--- config.mk ---
export PLATFORM = sky130hd
export DESIGN_NAME = wb_ps2_keyboard_flat
export DESIGN_NICKNAME = d
export VERILOG_FILES = /design/src/rtl/wb_ps2_keyboard_if.sv /design/src/rtl/wb_ps2_keyboard.sv /design/src/flat_wrapper.sv
export SDC_FILE = /design/constraint.sdc
export NUM_CORES = 1
export LEC_CHECK = 0
export CORE_MARGIN = 2
export CORE_UTILIZATION = 60
export CTS_CLUSTER_DIAMETER = 80
export DETAILED_ROUTE_END_ITERATION = 10
export DONT_BUFFER_PORTS = 1
export PLACE_DENSITY = 0.88
export SLEW_MARGIN = 10
export SYNTH_ARGS = -nofsm -noshare
export SYNTH_HDL_FRONTEND = slang
export SYNTH_SLANG_ARGS = --single-unit
--- constraint.sdc ---
create_clock -name clk -period 3.3 [get_ports clk]
set_clock_uncertainty 0.15 [all_clocks]
set_input_delay 0.66 -clock clk [delete_from_list [all_inputs] [get_ports clk]]
set_output_delay 0.66 -clock clk [all_outputs]
set_load 0.03 [all_outputs]
--- src/rtl/wb_ps2_keyboard_if.sv ---
// wb_ps2_keyboard_if: Wishbone slave-slot bundle between the intercon and the keyboard receiver
interface wb_ps2_keyboard_if;
   logic        STB;
   logic        WE;
   logic [31:0] ADDR;
   logic [31:0] DAT_I;
   logic [31:0] DAT_O;
   logic        ACK;
   modport master (output STB, WE, ADDR, DAT_I, input DAT_O, ACK);
   modport slave (input STB, WE, ADDR, DAT_I, output DAT_O, ACK);
endinterface

--- src/rtl/wb_ps2_keyboard.sv ---
// wb_ps2_keyboard: PS/2 keyboard frame receiver with a scan-code FIFO behind a Wishbone slave
module wb_ps2_keyboard #(
   parameter int FIFO_AW    = 4,
   parameter int FILTER_LEN = 8,
   parameter int TIMEOUT    = 50000
) (
   input  logic               clk,
   input  logic               reset,
   input  logic               ps2_clk,
   input  logic               ps2_data,
   wb_ps2_keyboard_if.slave   bus
);
   localparam int TW = $clog2(TIMEOUT + 1);
   localparam logic [FIFO_AW:0] PTR_ONE = 1;
   typedef enum logic [1:0] {IDLE, DATA, PARITY, STOP} state_t;
   state_t state_q, state_d;
   logic [1:0] ck_sync_q, ck_sync_d, dt_sync_q, dt_sync_d;
   logic [FILTER_LEN-1:0] filt_q, filt_d;
   logic fclk_q, fclk_d, fall, bit_in;
   logic [2:0] cnt_q, cnt_d;
   logic [7:0] sh_q, sh_d;
   logic par_q, par_d;
   logic [TW-1:0] to_q, to_d;
   logic timeout, good_par, push, pe_set, fe_set;
   logic [FIFO_AW:0] wp_q, wp_d, rp_q, rp_d;
   logic [7:0] mem_q [2**FIFO_AW];
   logic empty, full, acc, pop, wr_en, ovf_set, clr;
   logic ovf_q, ovf_d, perr_q, perr_d, ferr_q, ferr_d, ack_q, ack_d;
   logic [31:0] dat_q, dat_d;
   logic unused_bits;
   assign unused_bits = ^{bus.ADDR[31:3], bus.ADDR[1:0], bus.DAT_I[31:5], bus.DAT_I[1:0]};
   // Synchronise both lines and debounce the clock; a fall is the filtered clock dropping
   always_comb begin
      ck_sync_d = {ck_sync_q[0], ps2_clk};
      dt_sync_d = {dt_sync_q[0], ps2_data};
      filt_d    = {filt_q[FILTER_LEN-2:0], ck_sync_q[1]};
      fclk_d    = &filt_q ? 1'b1 : ~|filt_q ? 1'b0 : fclk_q;
      fall      = fclk_q & ~fclk_d;
      bit_in    = dt_sync_q[1];
   end
   // Frame datapath: bit counter, LSB-first shifter, parity latch and mid-frame idle counter
   always_comb begin
      cnt_d   = (fall && state_q == IDLE) ? 3'd0 : (fall && state_q == DATA) ? cnt_q + 3'd1 : cnt_q;
      sh_d    = (fall && state_q == DATA) ? {bit_in, sh_q[7:1]} : sh_q;
      par_d   = (fall && state_q == PARITY) ? bit_in : par_q;
      to_d    = (state_q == IDLE || fall) ? '0 : to_q + TW'(1);
      timeout = state_q != IDLE && !fall && to_q == TW'(TIMEOUT);
   end
   // Receive FSM next state; a stalled frame falls back to IDLE without flagging anything
   always_comb begin
      state_d = state_q;
      if (timeout) state_d = IDLE;
      else if (fall)
         case (state_q)
            IDLE:    state_d = bit_in ? IDLE : DATA;
            DATA:    state_d = cnt_q == 3'd7 ? PARITY : DATA;
            PARITY:  state_d = STOP;
            default: state_d = IDLE;
         endcase
   end
   // Receive FSM outputs: judge the frame on the stop-bit fall
   always_comb begin
      good_par = ^{sh_q, par_q};
      push     = fall && state_q == STOP && bit_in && good_par;
      pe_set   = fall && state_q == STOP && !good_par;
      fe_set   = fall && state_q == STOP && good_par && !bit_in;
   end
   // FIFO control, sticky flags and the one-access-per-ACK bus side
   always_comb begin
      empty   = wp_q == rp_q;
      full    = (wp_q[FIFO_AW] != rp_q[FIFO_AW]) && (wp_q[FIFO_AW-1:0] == rp_q[FIFO_AW-1:0]);
      acc     = bus.STB & ~ack_q;
      pop     = acc & ~bus.WE & ~bus.ADDR[2] & ~empty;
      wr_en   = push & (~full | pop);
      ovf_set = push & full & ~pop;
      clr     = acc & bus.WE & bus.ADDR[2];
      wp_d    = wr_en ? wp_q + PTR_ONE : wp_q;
      rp_d    = pop ? rp_q + PTR_ONE : rp_q;
      ovf_d   = ovf_set | (ovf_q & ~(clr & bus.DAT_I[2]));
      perr_d  = pe_set | (perr_q & ~(clr & bus.DAT_I[3]));
      ferr_d  = fe_set | (ferr_q & ~(clr & bus.DAT_I[4]));
      ack_d   = acc;
      dat_d   = !(acc & ~bus.WE) ? dat_q :
                bus.ADDR[2] ? {27'b0, ferr_q, perr_q, ovf_q, full, ~empty} :
                empty ? 32'b0 : {23'b0, 1'b1, mem_q[rp_q[FIFO_AW-1:0]]};
   end
   // FSM state register
   always_ff @(posedge clk or negedge reset)
      if (!reset) state_q <= IDLE;
      else state_q <= state_d;
   // Datapath, pointer, flag and bus registers; lines reset to idle-high
   always_ff @(posedge clk or negedge reset)
      if (!reset) begin
         ck_sync_q <= '1;
         dt_sync_q <= '1;
         filt_q    <= '1;
         fclk_q    <= 1'b1;
         cnt_q     <= '0;
         sh_q      <= '0;
         par_q     <= 1'b0;
         to_q      <= '0;
         wp_q      <= '0;
         rp_q      <= '0;
         ovf_q     <= 1'b0;
         perr_q    <= 1'b0;
         ferr_q    <= 1'b0;
         ack_q     <= 1'b0;
         dat_q     <= '0;
      end else begin
         ck_sync_q <= ck_sync_d;
         dt_sync_q <= dt_sync_d;
         filt_q    <= filt_d;
         fclk_q    <= fclk_d;
         cnt_q     <= cnt_d;
         sh_q      <= sh_d;
         par_q     <= par_d;
         to_q      <= to_d;
         wp_q      <= wp_d;
         rp_q      <= rp_d;
         ovf_q     <= ovf_d;
         perr_q    <= perr_d;
         ferr_q    <= ferr_d;
         ack_q     <= ack_d;
         dat_q     <= dat_d;
      end
   // FIFO storage needs no reset: the pointers define what is valid
   always_ff @(posedge clk)
      if (wr_en) mem_q[wp_q[FIFO_AW-1:0]] <= sh_q;
   assign bus.ACK   = ack_q;
   assign bus.DAT_O = dat_q;
endmodule

--- src/flat_wrapper.sv ---
// flat-port wrapper written by rule: the top's interface ports become plain ports
module wb_ps2_keyboard_flat 
#(
   parameter int FIFO_AW    = 4,
   parameter int FILTER_LEN = 8,
   parameter int TIMEOUT    = 50000
)
  (clk, reset, ps2_clk, ps2_data, bus_STB, bus_WE, bus_ADDR, bus_DAT_I, bus_DAT_O, bus_ACK);
  wb_ps2_keyboard_if bus_i ();
  input  logic clk;
  input  logic reset;
  input  logic ps2_clk;
  input  logic ps2_data;
  input wire logic [$bits(bus_i.STB)-1:0] bus_STB;
  input wire logic [$bits(bus_i.WE)-1:0] bus_WE;
  input wire logic [$bits(bus_i.ADDR)-1:0] bus_ADDR;
  input wire logic [$bits(bus_i.DAT_I)-1:0] bus_DAT_I;
  output wire logic [$bits(bus_i.DAT_O)-1:0] bus_DAT_O;
  output wire logic [$bits(bus_i.ACK)-1:0] bus_ACK;
  assign bus_i.STB = bus_STB;
  assign bus_i.WE = bus_WE;
  assign bus_i.ADDR = bus_ADDR;
  assign bus_i.DAT_I = bus_DAT_I;
  assign bus_DAT_O = bus_i.DAT_O;
  assign bus_ACK = bus_i.ACK;
  wb_ps2_keyboard #(.FIFO_AW(FIFO_AW), .FILTER_LEN(FILTER_LEN), .TIMEOUT(TIMEOUT)) u_core (.clk(clk), .reset(reset), .ps2_clk(ps2_clk), .ps2_data(ps2_data), .bus(bus_i));
endmodule
==> key figures, run 1 <==
Setup path
  – CP endpoint kind: flop
  – Critical path startpoint category: flop
  – Reg2reg start: u_core.sh_q[2]
  – R2R depth: 7
  – Critical Path RT: 3.28 ns
  – R2r endpoint: u_core.mem_q[2][4]
  – Critical Path AT: 3.04 ns
  – Crit Path Category: flop to flop
  – Worst reg2reg setup slack: 0.24 ns
  – CP max FO: 19

Floorplanning
  – Die area: between 10000 and 15000 um^2
  – Num rows: 42
  – Die Ht: 120 um
  – Die width: between 100 and 150 um
  – I/O Pins: 103
  – Core Region: 13100 um^2
  – Starting Density: 0.610

Yosys
  – Xor/xnor share of the synthesized area: 0.0376
  – Synth warnings: 0
  – Mux contribution to synthesized area: 0.125
  – Synth top area share: 0.480
  – Synth area leaders: edfxtp_1, dfrtp_1, mux4_2, dfstp_2, buf_4
  – Synth Area in Adders: 0.0141
  – Yosys top cell by area: edfxtp_1
  – Largest family of logic cells by synthesized area: multiplexers
  – Post-synth cell types: 46
  – Cells after Synth: 487
  – Synth top cells by count: edfxtp_1, dfrtp_1, mux4_2
  – Most numerous cell in the Yosys netlist: edfxtp_1
  – Post-synth top flop: edfxtp_1
  – Post-synth EDFFs: roughly 130
  – #FFs+latches synth: 194
  – Ys async rst share: 0.340
  – Netlist Area Pre-Place: ~8000 um^2
  – Post-synthesis average cell area: around 16 um^2
  – Sequential share of the synthesized area: 0.688
  – Post-synthesis compound-gate area fraction: 0.0236
  – Simple logic cell fraction of the synthesized area: 0.0756

Power and ir drop
  – VDD IR max: approximately 350 uV
  – Leak: 3.21 nW
  – PD cells: 596 nW/um^2

STA
  – Hold WS: 0.0752 ns
  – RSZ-0062 raised after global routing: false
  – Final setup fails: 0
  – Final period util: 0.926
  – Final hold viol count: 0
  – Final Max Tran Viols: 0
  – Worst slew margin relative to its limit: 0.276
  – Total negative slack: 0 ns
  – Post-layout min period: 3.06 ns
  – Slew @ Worst Pin: 1.08 ns
  – Post-route setup slack: 0.244 ns
  – Fmax: about 330 MHz

Hold path
  – Hold depth: 0
  – Hold/Removal Path Class: primary input to flop
  – Hold Path End: u_core.dt_sync_q[0]
  – Worst hold path startpoint: ps2_data

Placed design
  – PortBufs: 0
  – HPWL after detailed placement: 10500 um
  – GPL Wtd Cong: 0.819
  – Area after DPL: 8250 um^2
  – Placed insts: 669
  – Pre-CTS setup slack: 0.242 ns

Global route
  – Initial antenna violation count: 0
  – Overflow after GRT: 0
  – Largest net degree at the start of global routing: 67
  – First-pass GRT wire length: 25400 um
  – Vias in the first global route: around 4.4k
  – GR Util All Layers: 0.242

Cells and area
  – Fin area: 8820 um^2
  – Layout cells sized above 1: 0.235
  – Final #Nets: 593
  – Number of diodes: 0
  – Final std cells w/o fill: 703
  – Area Growth Syn to Fin: 10.1%

Clocking
  – CTS Buffer Depth: 2
  – H-tree Lvls: 4
  – CTS Sinks: 194
  – Worst-Skew Late Latency: 0.43 ns
  – Root buffer cell: clkbuf_16
  – Clk pin slew, worst setup/hold paths: around 0.070 ns
  – CTS buffer count: 17
  – CTS tree: yes
  – Setup bufs post-CTS: 0

Drt
  – Vias/cell: roughly 6.2
  – DRT Pass-1 Iters: 6
  – ANT nets after route: 0
  – DRC viols: 0
  – Routed vias: 4360
  – Iter 0 DRT Violations: approximately 570
  – DR WL/cell: 23.2 um
  – Final wirelength: 16300 um

Status
  – Status: finished, final reports clean

Job
  – Max Cap Violations: 0
placed cells by master (no fill, tap or decap), types with 14 or more instances in the layout:
master     instances
edfxtp_1         128
xnor2_1           14
conb_1            23
nor2_1            38
buf_4             25
clkbuf_16         17
mux4_2            40
nand2_1           35
dfrtp_1           51
xor2_1            16
registers in the layout, summed over array words and instances (netlist names):
signal and count:
u_core.sh_q 8, u_core.mem_q 128, u_core.filt_q 8, u_core.bus.ACK 1
u_core.ck_sync_q 2, u_core.bus.DAT_O 9, u_core.state_q 2, u_core.rp_q 5
u_core.ovf_q 1, u_core.dt_sync_q 2, u_core.cnt_q 3, u_core.perr_q 1
u_core.wp_q 5, u_core.par_q 1, u_core.ferr_q 1, u_core.to_q 16
u_core.fclk_q 1
layer usage:
| metal | share of wire | global-route usage | vias to the layer above |
|---|---|---|---|
| met4 | 0.033 | 0.100 | 0 |
| met3 | 0.066 | 0.0623 | 52 |
| met2 | 0.54 | 0.412 | 232 |
| met5 | 0 | 0 | - |
| li1 | - | - | 1844 |
| met1 | 0.37 | 0.298 | 2232 |
cells by family (layout without fill, tap and decap cells):
family | Yosys count | in the layout
DFF | 194 | 194
and+or+nand+nor | 123 | 123
buffers and inverters | 50 | 68
muxes | 49 | 49
xor gates and xnor gates | 32 | 32
AOI/OAI and AO/OA | 29 | 29
adders and majority gates | 9 | 9
other | 1 | 23
repair_timing:
item | CTS | global route
endpoints found under the setup margin | 0 | 24
hold buffers | 2 | 0
hold endpoints to repair | 66 | 0
gates resized for setup | 0 | 1
power by group:
part / switching [mW] / total (mW) / internal (mW)
Clock: 0.897 / 1.87 / 0.977
Sequential: 0.134 / 2.77 / 2.63
Combinational: 0.363 / 0.615 / 0.252
Total: 1.40 / 5.26 / 3.86
area by class of cell:
type                    instances  area [um^2]
clock buffers                  19          433
clock inverters                13         98.8
fillers                       793         4320
inverters                       9         33.8
multi-input cells             265         2300
flip-flops and latches        194         5510
well taps                     176          220
repair buffers                 27          225
worst max path at each step:
stage | endpoint | start | cells past startpoint | slack, ns
after floorplan | u_core.mem_q[0][0] | u_core.sh_q[4] | 6 | 0.29
after global placement | u_core.mem_q[0][7] | u_core.sh_q[3] | 7 | 0.45
after detailed placement | u_core.mem_q[0][7] | u_core.sh_q[3] | 7 | 0.24
after CTS | u_core.mem_q[2][4] | u_core.sh_q[3] | 7 | 0.17
after global routing | u_core.mem_q[2][4] | u_core.sh_q[3] | 7 | 0.1
final | u_core.mem_q[2][4] | u_core.sh_q[2] | 7 | 0.24
worst max-delay path, stage by stage (launching register included):
cell and delay [ns]:
dfrtp_1 0.77, xor2_1 0.19, xnor2_1 0.20, xnor2_2 0.32, nor4b_4 0.43, nand2_1 0.22
nor3_1 0.22, buf_4 0.25
stage by stage:
stage / total power, mW / util
2_1_floorplan: 3.31 / -
5_1_grt: 5.41 / 0.671
4_1_cts: 5.29 / 0.671
3_5_place_dp: 3.41 / 0.628
3_3_place_gp: 3.38 / 0.628
6_report: 5.26 / 0.671
(Power assumes the default switching activity.)
==> run 2: changes to the inputs <==
Settings changed: CORE_UTILIZATION 60 to 57, PLACE_DENSITY 0.88 to 0.87.
Clock period 3.3 ns to 2.8 ns, I/O delays scaled along.
==> run 2 against run 1 <==
Net effect:
- the run now ends with design-rule violations, negative setup slack left
- hold slack improved by 0.067 ns
- die area rose by 5.1%
- sequential cell count did not move
- global-route usage up 2.9 points
- sequential share of layout area fell by 1.2 points
- first-iteration DRC count rose by 20%
- total power increased by 20%
- final cell count grew 2.6%
- critical endpoint unchanged
- largest cell class unchanged
- largest power group unchanged
==> key figures, run 2 (synthesis results as in run 1) <==
Floorplanning
  – I/O Pins: 103 (unchanged)
  – Core Region: 13800 um^2 (+5.2%)
  – Die area: 15000 um^2 (+5.1%)
  – Die width: 123 um (+2.5%)
  – Starting Density: 0.580 (-0.0304)
  – Num rows: 43 (+2.4%)
  – Die Ht: 123 um (+2.5%)

STA
  – Final period util: 1.06 (+0.130)
  – Total negative slack: -6.60 ns (-6.60 ns)
  – Hold WS: 0.142 ns (+0.0672 ns)
  – Final hold viol count: 0 (unchanged)
  – Final Max Tran Viols: 0 (unchanged)
  – Final setup fails: 105 (+105)
  – Fmax: 338 MHz (+3.3%)
  – Post-route setup slack: -0.157 ns (-0.401 ns)
  – Post-layout min period: 2.96 ns (-0.0987 ns)
  – Worst slew margin relative to its limit: 0.290 (+0.0135)
  – Slew @ Worst Pin: 1.06 ns (-0.0201 ns)

Cells and area
  – Number of diodes: 0 (unchanged)
  – Fin area: 8990 um^2 (+1.9%)
  – Max reg flops: 128 (unchanged)
  – Final #Nets: 608 (+2.5%)
  – Final Util: 0.650 (-0.0214)
  – Most frequent cells in the layout: edfxtp_1, dfrtp_1, mux4_2
  – Most common cell after layout, fill and taps aside: edfxtp_1
  – Layout cells sized above 1: 0.266 (+0.0309)
  – Area Growth Syn to Fin: 12.2%
  – Final std cells w/o fill: 721 (+2.6%)

Drt
  – DRT Pass-1 Iters: 9 (+3)
  – DRC viols: 1 (+1)
  – DR WL/cell: 27.2 um (+17%)
  – ANT nets after route: 0 (unchanged)
  – Routed vias: 4804 (+10%)
  – Iter 0 DRT Violations: 678 (+20%)
  – Vias/cell: 6.66 (+7.4%)
  – Final wirelength: 19600 um (+20%)

Setup path
  – Critical path's slowest cell: dfrtp_1
  – CP max FO: 8 (-11)
  – Crit Path Category: flop to flop
  – Critical path startpoint category: flop
  – Critical Path AT: 2.94 ns (-0.10 ns)
  – CP bufs+invs: 2 (+1)
  – CP delay by family, top: XOR/XNOR gates
  – Worst-path cell chain: xnor2_2 -> xnor3_1 -> xnor2_2 -> nor4b_4 -> buf_4 -> nand2_2 -> nor3_1 -> buf_4
  – Critical Path RT: 2.79 ns (-0.49 ns)
  – CP endpoint kind: flop
  – Crit path largest cell delay: 0.44 ns (-0.33 ns)

Clocking
  – Clk pin slew, worst setup/hold paths: 0.07 ns (about the same)
  – CTS tree: yes
  – Root buffer cell: clkbuf_16
  – H-tree Lvls: 4 (unchanged)
  – Worst-Skew Late Latency: 0.44 ns (about the same)
  – CTS Sinks: 194 (unchanged)
  – CTS buffer count: 17 (unchanged)
  – CTS Buffer Depth: 2 (unchanged)

Placed design
  – GPL Wtd Cong: 0.783 (-4.3%)
  – HPWL after detailed placement: 10600 um (+1.7%)
  – Pre-CTS setup slack: 0.0313 ns (-0.210 ns)
  – PortBufs: 0 (unchanged)
  – Area after DPL: 8350 um^2 (+1.2%)
  – Placed insts: 683 (+2.1%)

Status
  – Status: finished, violations left
  – Failing checks: design-rule violations, negative setup slack

Power and ir drop
  – Sw Ratio: 0.271 (+0.00539)
  – Sequential share of power: 0.518 (-0.009)
  – Int Power: 4.59 mW (+19%)
  – PD cells: 701 nW/um^2 (+18%)
  – Leak: 3.31 nW (+3.2%)
  – VDD IR max: 464 uV (+33%)
  – P_sw: 1.70 mW (+22%)
  – Logic pwr share: 0.127 (+0.010)
  – Clock power share: 0.356 (about the same)
  – Total Power: 6.30 mW (+20%)

Hold path
  – Hold/Removal Path Class: primary input to flop

Global route
  – First-pass GRT wire length: 28700 um (+13%)
  – Initial antenna violation count: 0 (unchanged)
  – Overflow after GRT: 0 (unchanged)
  – GR Util All Layers: 0.271 (+0.0293)
  – Vias in the first global route: 4811 (+9.4%)
  – Largest net degree at the start of global routing: 67 (unchanged)

Job
  – Max Cap Violations: 0 (unchanged)
## run 2: worst min-delay path, cell delays in order
cell	delay (ns)
nand2_1	0.03
nand2_1	0.06
nand2_1	0.04
## run 2: path summary, 6_finish.rpt
kind / from / end / slack [ns] / cells after the start
setup / recovery: u_core.sh_q[5] / u_core.mem_q[2][4] / -0.16 / 8
hold / removal: bus_DAT_I[2] / u_core.ovf_q / 0.14 / 3
setup reg to reg: u_core.sh_q[5] / u_core.mem_q[2][4] / -0.16 / 8
hold reg to reg: u_core.ck_sync_q[0] / u_core.ck_sync_q[1] / 0.21 / 0
max in group asynchronous: reset / u_core.dt_sync_q[0] / 1.64 / 2
min in group asynchronous: reset / u_core.rp_q[3] / 0.55 / 2
## run 2: area by class of cell
class | instances | area, um^2
Clock buffer | 18 | 429
Fill cell | 773 | 4840
Multi-Input combinational cell | 265 | 2330
Clock inverter | 13 | 98.8
Tap cell | 180 | 225
Sequential cell | 194 | 5510
Inverter | 9 | 33.8
Timing Repair Buffer | 42 | 355
## run 2: power groups by stage
stage | Clock [mW] | Sequential (mW) | Combinational, mW
6_report | 2.24 | 3.26 | 0.798
2_1_floorplan | 0 | 3.26 | 0.637
3_3_place_gp | 0 | 3.30 | 0.728
5_1_grt | 2.34 | 3.27 | 0.845
3_5_place_dp | 0 | 3.31 | 0.746
4_1_cts | 2.24 | 3.25 | 0.793
## run 2: layer usage
metal  up-vias  global-route usage  wire length, um
met5         -              0.0174                0
met3       108              0.0790             1860
li1       1862                   -                -
met1      2413               0.315             6710
met4         0               0.167             1250
met2       421               0.444             9770
## run 2: timing repair
action,in CTS,in global routing
setup buffers,2,1
hold endpoints to repair,68,0
gates resized for setup,0,8
pin swaps,1,1
setup endpoints to repair,75,113
hold buffers,4,0
==> run 3: changes to the inputs <==
Settings changed: ABC_AREA from default to 1.
==> run 3 against run 2 <==
Net effect:
- the flow now finishes without violations
- hold slack gained 0.012 ns
- total power grew 21%
- maximum frequency is 20% higher
- worst setup slack better by 0.48 ns
- register-to-register slack gained 0.48 ns
- sequential power is 2% higher
- sequential cell count stayed put
- synthesized area grew 7.9%
- clock-buffer cell count decreased by 1
- final cell count is 40% higher
==> key figures, run 3 <==
Placed design
  – Area after DPL: 8900 um^2 (+6.7%)
  – GPL Wtd Cong: 0.847 (+8.2%)
  – Placed insts: 971 (+42%)
  – HPWL after detailed placement: 11500 um (+8.2%)
  – PortBufs: 0 (unchanged)

Yosys
  – Cells after Synth: 779 (+60%)
  – Post-synth EDFFs: 128 (unchanged)
  – Yosys top cell by area: edfxtp_1
  – Synth top cells by count: edfxtp_1, nand2_1, nor2_1
  – Post-synth cell types: 49 (+6.5%)
  – Netlist Area Pre-Place: 8650 um^2 (+7.9%)
  – Most numerous cell in the Yosys netlist: edfxtp_1
  – Post-synth top flop: edfxtp_1
  – Synth area leaders: edfxtp_1, dfrtp_1, nand2_1, nor2_1, o21ai_0
  – Post-synthesis average cell area: 11.1 um^2 (-33%)
  – Sequential share of the synthesized area: 0.637 (-0.0506)
  – Synth warnings: 0 (unchanged)
  – Synth top area share: 0.444 (-0.0353)
  – Ys async rst share: 0.340 (unchanged)
  – #FFs+latches synth: 194 (unchanged)

Setup path
  – CP endpoint kind: flop
  – Most common cell on crit path: nand2_1
  – Critical Path AT: 2.48 ns (-0.46 ns)
  – Crit Path Category: flop to flop
  – Critical path's slowest cell: dfrtp_1
  – Worst-path cell chain: inv_2 -> nand2_1 -> nand3_2 -> nand3_1 -> nand2_1 -> nand2_2 -> nand2_4 -> nor2_8 -> nand4_4 -> nor2_1 -> buf_4
  – CP max FO: 12 (+4)
  – Critical Path RT: 2.80 ns (about the same)
  – Critical path startpoint category: flop
  – CP delay by family, top: simple AND/OR/NAND/NOR gates
  – CP bufs+invs: 2 (unchanged)
  – Crit path largest cell delay: 0.64 ns (+0.20 ns)

Power and ir drop
  – VDD IR max: 519 uV (+12%)
  – PD cells: 797 nW/um^2 (+14%)
  – Total Power: 7.61 mW (+21%)
  – Leak: 4.01 nW (+21%)

Cells and area
  – Final #Nets: 885 (+46%)
  – Most common cell after layout, fill and taps aside: edfxtp_1
  – Area Growth Syn to Fin: 10.4%
  – Max reg flops: 128 (unchanged)
  – Fin area: 9550 um^2 (+6.2%)
  – Final std cells w/o fill: 1007 (+40%)
  – Layout cells sized above 1: 0.160 (-0.106)
  – Number of diodes: 0 (unchanged)
  – Most frequent cells in the layout: edfxtp_1, nand2_1, nor2_1

Clocking
  – Worst-Skew Late Latency: 0.45 ns (about the same)
  – Clk pin slew, worst setup/hold paths: 0.08 ns (about the same)
  – CTS buffer count: 17 (unchanged)
  – Root buffer cell: clkbuf_16
  – CTS resizes: 0 (unchanged)
  – CTS Buffer Depth: 2 (unchanged)
  – H-tree Lvls: 4 (unchanged)
  – CTS tree: yes
  – CTS Sinks: 194 (unchanged)

Floorplanning
  – Die Ht: 127 um (+3.8%)
  – Die width: 127 um (+3.8%)
  – Starting Density: 0.575 (-0.00414)
  – I/O Pins: 103 (unchanged)
  – Core Region: 15000 um^2 (+8.7%)
  – Die area: 16200 um^2 (+7.7%)
  – Num rows: 45 (+4.7%)

STA
  – RSZ-0062 raised after global routing: false
  – Final setup fails: 0 (-100%)
  – Fmax: 404 MHz (+20%)
  – Final hold viol count: 0 (unchanged)
  – Post-layout min period: 2.47 ns (-0.483 ns)
  – Hold WS: 0.154 ns (+0.0119 ns)
  – Total negative slack: 0 ns (+6.60 ns)
  – Final Max Tran Viols: 0 (unchanged)
  – Final period util: 0.884 (-0.172)

Global route
  – GR Util All Layers: 0.228 (-0.0437)
  – Initial antenna violation count: 0 (unchanged)
  – Vias in the first global route: 5575 (+16%)
  – First-pass GRT wire length: 27900 um (-2.8%)
  – Overflow after GRT: 0 (unchanged)
  – Largest net degree at the start of global routing: 67 (unchanged)

Drt
  – DRT Pass-1 Iters: 5 (-4)
  – DR WL/cell: 17.5 um (-36%)
  – Iter 0 DRT Violations: 650 (-4.1%)
  – Routed vias: 5737 (+19%)
  – ANT nets after route: 0 (unchanged)
  – DRC viols: 0 (-1)
  – Final wirelength: 17600 um (-9.9%)
  – Vias/cell: 5.70 (-14%)

Status
  – Status: finished, final reports clean

Job
  – Max Cap Violations: 0 (unchanged)

Hold path
  – Hold/Removal Path Class: primary input to flop
## run 3: cell types whose count changed after synthesis, sizes merged, moves of 11 or more
| cell | before | now |
|---|---|---|
| o211ai | 0 | 25 |
| o221ai | 0 | 12 |
| nand3 | 13 | 42 |
| xnor2 | 15 | 3 |
| buf | 31 | 46 |
| nor2 | 38 | 110 |
| o21ai | 13 | 83 |
| inv | 9 | 60 |
| nand2 | 35 | 119 |
| a21oi | 4 | 15 |
| mux4 | 40 | 0 |
## run 3: cells by family (layout without fill, tap and decap cells)
logic type                 after synthesis  count (layout)  synth area share
AOI/OAI and AO/OA                      143             143            0.0985
xor gates and xnor gates                13              13            0.0132
adders and majority gates                9               9            0.0130
buffers and inverters                  118             136            0.0675
DFF                                    194             194             0.637
muxes                                    3               3           0.00376
other                                    1              23          0.000433
and+or+nand+nor                        298             298             0.166
## run 3: area by class of cell
cell class / count / area [um^2]
clock inverter: 15 / 163
multi-input combinational: 489 / 2640
inverter: 64 / 248
timing repair buffer: 40 / 328
fill: 1029 / 5480
tap: 188 / 235
sequential: 194 / 5510
clock buffer: 17 / 425
## run 3: what timing repair did
item | 4_1_cts | 5_1_grt
hold buffers | 4 | 0
buffers inserted | 0 | 0
hold endpoints to repair | 68 | 0
## run 3: layer usage
| metal | up-vias | global-route usage | share of wire |
|---|---|---|---|
| met2 | 253 | 0.369 | 0.50 |
| met3 | 48 | 0.0486 | 0.075 |
| met4 | 0 | 0.120 | 0.033 |
| met5 | - | 0 | 0 |
| li1 | 2704 | - | - |
| met1 | 2732 | 0.292 | 0.40 |
## run 3: tightest hold or removal path, stage by stage
cell and delay [ns]:
nor2_8 0.03, nand3_1 0.08, nand2_1 0.05
## run 3: path summary, 6_finish.rpt
path	cells past startpoint	endpoint	from	slack (ns)
worst max-delay path	11	u_core.mem_q[8][4]	u_core.sh_q[2]	0.33
worst min-delay path	3	u_core.bus.DAT_O[0]	bus_WE	0.15
worst max register to register	11	u_core.mem_q[8][4]	u_core.sh_q[2]	0.33
worst min register to register	0	u_core.ck_sync_q[1]	u_core.ck_sync_q[0]	0.21
max in group asynchronous	2	u_core.dt_sync_q[0]	reset	1.67
min in group asynchronous	2	u_core.to_q[11]	reset	0.53
## run 3: report_power, final
| group | internal, mW | total (mW) | switching, mW | leakage, nW |
|---|---|---|---|---|
| Clock | 1.20 | 2.39 | 1.19 | 0.291 |
| Combinational | 0.598 | 1.88 | 1.28 | 1.45 |
| Sequential | 3.13 | 3.34 | 0.213 | 2.27 |
| Total | 4.93 | 7.61 | 2.68 | 4.01 |
## run 3: stage by stage
step,setup slack [ns],utilization
2_1_floorplan,0.472,-
3_3_place_gp,0.412,0.592
3_5_place_dp,0.349,0.592
4_1_cts,0.350,0.635
5_1_grt,0.151,0.635
6_report,0.326,0.635
